--- src/rtl/add_3_if.sv ---
// Operand/result bundle for add_3: three 4-bit operands in, registered nibble and overflow out.
// There is no handshake: a new operand set is sampled on every rising clock edge.
interface add_3_if;
   logic [3:0] a;
   logic [3:0] b;
   logic [3:0] c;
   logic [3:0] sum;
   logic       ov;

   modport master (
      output a,
      output b,
      output c,
      input  sum,
      input  ov
   );

   modport slave (
      input  a,
      input  b,
      input  c,
      output sum,
      output ov
   );
endinterface

--- src/rtl/add_3.sv ---
// Registered three-operand 4-bit unsigned adder (carry-save row + ripple add, one cycle latency).
// Define ADD3_SAT_EN to clamp sum to 15 whenever ov is set; the default build wraps modulo 16.
module add_3 (
   input  logic   clk,
   input  logic   rst,
   add_3_if.slave bus
);

   logic [3:0] s;
   logic [3:0] k;
   logic [4:1] cy;
   logic [5:0] t;
   logic [3:0] sum_d;
   logic       ov_d;
   logic [3:0] sum_q;
   logic       ov_q;

   // Carry-save row: four full adders, each bit independent.
   assign s = bus.a ^ bus.b ^ bus.c;
   assign k = (bus.a & bus.b) | (bus.a & bus.c) | (bus.b & bus.c);

   // Ripple add of s and {k,1'b0}; bit 0 has nothing to add to s[0].
   assign t[0]  = s[0];
   assign cy[1] = 1'b0;

   for (genvar i = 1; i < 4; i++) begin : g_ripple
      assign t[i]    = s[i] ^ k[i-1] ^ cy[i];
      assign cy[i+1] = (s[i] & k[i-1]) | (cy[i] & (s[i] ^ k[i-1]));
   end

   assign t[4] = k[3] ^ cy[4];
   assign t[5] = k[3] & cy[4];

   assign ov_d = t[5] | t[4];

`ifdef ADD3_SAT_EN
   assign sum_d = ov_d ? 4'd15 : t[3:0];
`else
   assign sum_d = t[3:0];
`endif

   always_ff @(posedge clk) begin
      if (rst) begin
         sum_q <= 4'd0;
         ov_q  <= 1'b0;
      end else begin
         sum_q <= sum_d;
         ov_q  <= ov_d;
      end
   end

   assign bus.sum = sum_q;
   assign bus.ov  = ov_q;

endmodule

--- src/flat_wrapper.sv ---
// flat-port wrapper written by rule: the top's interface ports become plain ports
module add_3_flat 
  (clk, rst, bus_a, bus_b, bus_c, bus_sum, bus_ov);
  add_3_if bus_i ();
  input  logic clk;
  input  logic rst;
  input wire logic [$bits(bus_i.a)-1:0] bus_a;
  input wire logic [$bits(bus_i.b)-1:0] bus_b;
  input wire logic [$bits(bus_i.c)-1:0] bus_c;
  output wire logic [$bits(bus_i.sum)-1:0] bus_sum;
  output wire logic [$bits(bus_i.ov)-1:0] bus_ov;
  assign bus_i.a = bus_a;
  assign bus_i.b = bus_b;
  assign bus_i.c = bus_c;
  assign bus_sum = bus_i.sum;
  assign bus_ov = bus_i.ov;
  add_3 u_core (.clk(clk), .rst(rst), .bus(bus_i));
endmodule
--- config.mk ---
export PLATFORM = sky130hd
export DESIGN_NAME = add_3_flat
export DESIGN_NICKNAME = d
export VERILOG_FILES = /design/src/rtl/add_3_if.sv /design/src/rtl/add_3.sv /design/src/flat_wrapper.sv
export SDC_FILE = /design/constraint.sdc
export NUM_CORES = 1
export LEC_CHECK = 0
export ABC_AREA = 1
export CAP_MARGIN = 15
export CORE_AREA = 2 2 39 41
export CTS_BUF_LIST = sky130_fd_sc_hd__clkbuf_4 sky130_fd_sc_hd__clkbuf_8
export CTS_CLUSTER_SIZE = 30
export DETAILED_ROUTE_END_ITERATION = 8
export DIE_AREA = 0 0 41 43
export PLACE_DENSITY = 0.56
export SYNTH_ARGS = -nofsm -noshare
export SYNTH_HDL_FRONTEND = slang
export SYNTH_SLANG_ARGS = --single-unit
--- constraint.sdc ---
create_clock -name clk -period 4.17 [get_ports clk]
set_input_delay 1.251 -clock clk [delete_from_list [all_inputs] [get_ports clk]]
set_output_delay 1.251 -clock clk [all_outputs]
set_load 0.03 [all_outputs]
==> qor.yml <==
rsz0062_at_grt: "false"
wire_per_inst_microns: 6.43
min_period_over_period: 0.762
syn_inst: 25
ctsResizeCount: 0
p_per_area_nw_per_um2: 364
hold_viol_final: 0
hold_buffers: 0
die_w_microns: 41
die_area_sq_um: 1760
post-cts-setup-buffer-count: 0
antenna_left: 0
drt_iter0_markers: 2
timing_worst_setup_path_type: "primary input to flop"
switching_share: 0.286
worst_slew_pin_slew_ns: 0.300
synthesis.nets: 46
die_height_microns: 43
drtPass1Iterations: 2
finalSetupTns_ns: 0
drt_wl_total_microns: 405
synth.ff_latch_count: 5
grt_usage: 0.0659
final_cell_area_sq_um: 512
grt_pass1_vias: 213
rows: 14
vias: 222
overflow: 0
pwr-share-clk: 0.324
relSlewSlack: 0.800
syn_area_per_cell_sq_um: 11.3
switchingPower_uw: 53.3
crit_arrival_ns: 3.35
port_buffers: 18
io_pins: 19
start_util: 0.203
clk_path_buf_depth: 2
leakagePower_uw: 0.000231
cts_tree: "built"
core_sq_um: 1380
ys_warn_count: 0
gp_congestion: 0.564
utilization: 0.370
setup_viol: 0
cp-end-kind: "flop"
p_comb_frac: 0.367
grt_pass1_wl_microns: 690
hold_path_class: "primary input to flop"
synthDistinctLibCells: 5
syn_area_sq_um: 282
root_buffer: "clkbuf_4"
cp.required_ns: 4.34
fin_nets: 69
post_dp_cell_area_sq_um: 482
status: "finished, final reports clean"
cts_made_buffers: 3
startpoint_type: "primary input"
area_growth_pct: 81.8
ys_seq_area_frac: 0.356
max-vdd-ir-drop_v: 0.0000859
grt_max_degree: 6
htreeDepth: 1
worstPathMaxFanout: 1
antennaDiodeCount: 0
finalMaxSlewViolations: 0
maxCapViolCount: 0
antenna_found_initial: 0
path_clk_slew_ns: 0.04
cts.sinks: 5
viasPerCell: 3.52
finalCriticalPeriod_ns: 3.18
layout-drive-gt1-share: 0.0851
fmax_ghz: 0.315
seq_power_share: 0.309
drc: 0
intPower_uw: 133
-- path summary, 6_finish.rpt --
path	from	to	slack [ns]	depth (start not counted)
setup / recovery	bus_c[1]	u_core.bus.sum[3]$_SDFF_PP0_	0.99	7
hold / removal	rst	u_core.bus.sum[0]$_SDFF_PP0_	1.63	2
-- final cells by class --
type,count,area [sq um]
clock buffer,4,30.0
fill,149,872
inverter,7,26.3
multi-input combinational,13,155
sequential,5,100
tap,16,20.0
timing repair buffer,18,180
-- cell families (layout without fill, tap and decap cells) --
kind of cell / Yosys count / in the layout / share of synthesized area
AND/OR/NAND/NOR: 6 / 6 / 0.0800
buffers and inverters: 7 / 29 / 0.0934
flip-flops: 5 / 5 / 0.356
adder cells (fa/ha/maj): 7 / 7 / 0.471
-- sequential cells by signal (all words and copies together), names as in the netlist --
name / count
u_core.bus.sum: 4
u_core.bus.ov: 1
-- synth_stat cells (all sizes together) --
master  instances  area, sq um
inv             7         26.3
ha              1         12.5
fa              6          120
dfxtp           5          100
nor2            6         22.5
-- power groups by stage --
stage | logic [uW] | registers [uW] | clock network (uW)
3_5_place_dp | 69.7 | 58.6 | 0
3_3_place_gp | 68.9 | 58.3 | 0
5_1_grt | 77.2 | 58.1 | 65.4
4_1_cts | 69.7 | 57.8 | 63.8
6_report | 68.3 | 57.6 | 60.3
2_1_floorplan | 21.1 | 74.6 | 0
-- worst max-delay path: stages --
cell	delay (ns)
clkdlybuf4s50_1	0.43
fa_1	0.48
ha_1	0.22
fa_1	0.38
fa_1	0.49
inv_1	0.04
nor2_1	0.07
-- cell usage in the layout (no fill, tap or decap), drive strengths merged --
cell	n
fa	6
inv	7
nor2	6
clkdlybuf4s50	18
dfxtp	5
ha	1
clkbuf	4
-- routing by layer --
layer	routed length [microns]	global-route usage	vias to the layer above
met2	216	0.0938	14
li1	-	-	112
met5	0	0	-
met1	139	0.0563	96
met4	0	0.120	0
met3	49	0	0
-- metrics by stage --
stage	setup slack (ns)	total power (uW)	hold WS [ns]	instances
floorplan	1.24	95.8	1.32	25
global placement	0.751	127	1.88	59
detailed placement	0.738	128	1.88	59
CTS	0.993	191	1.63	63
global route	0.928	201	1.63	63
finish	0.993	186	1.63	63
Note: power is estimated with default switching activity, not from simulation.
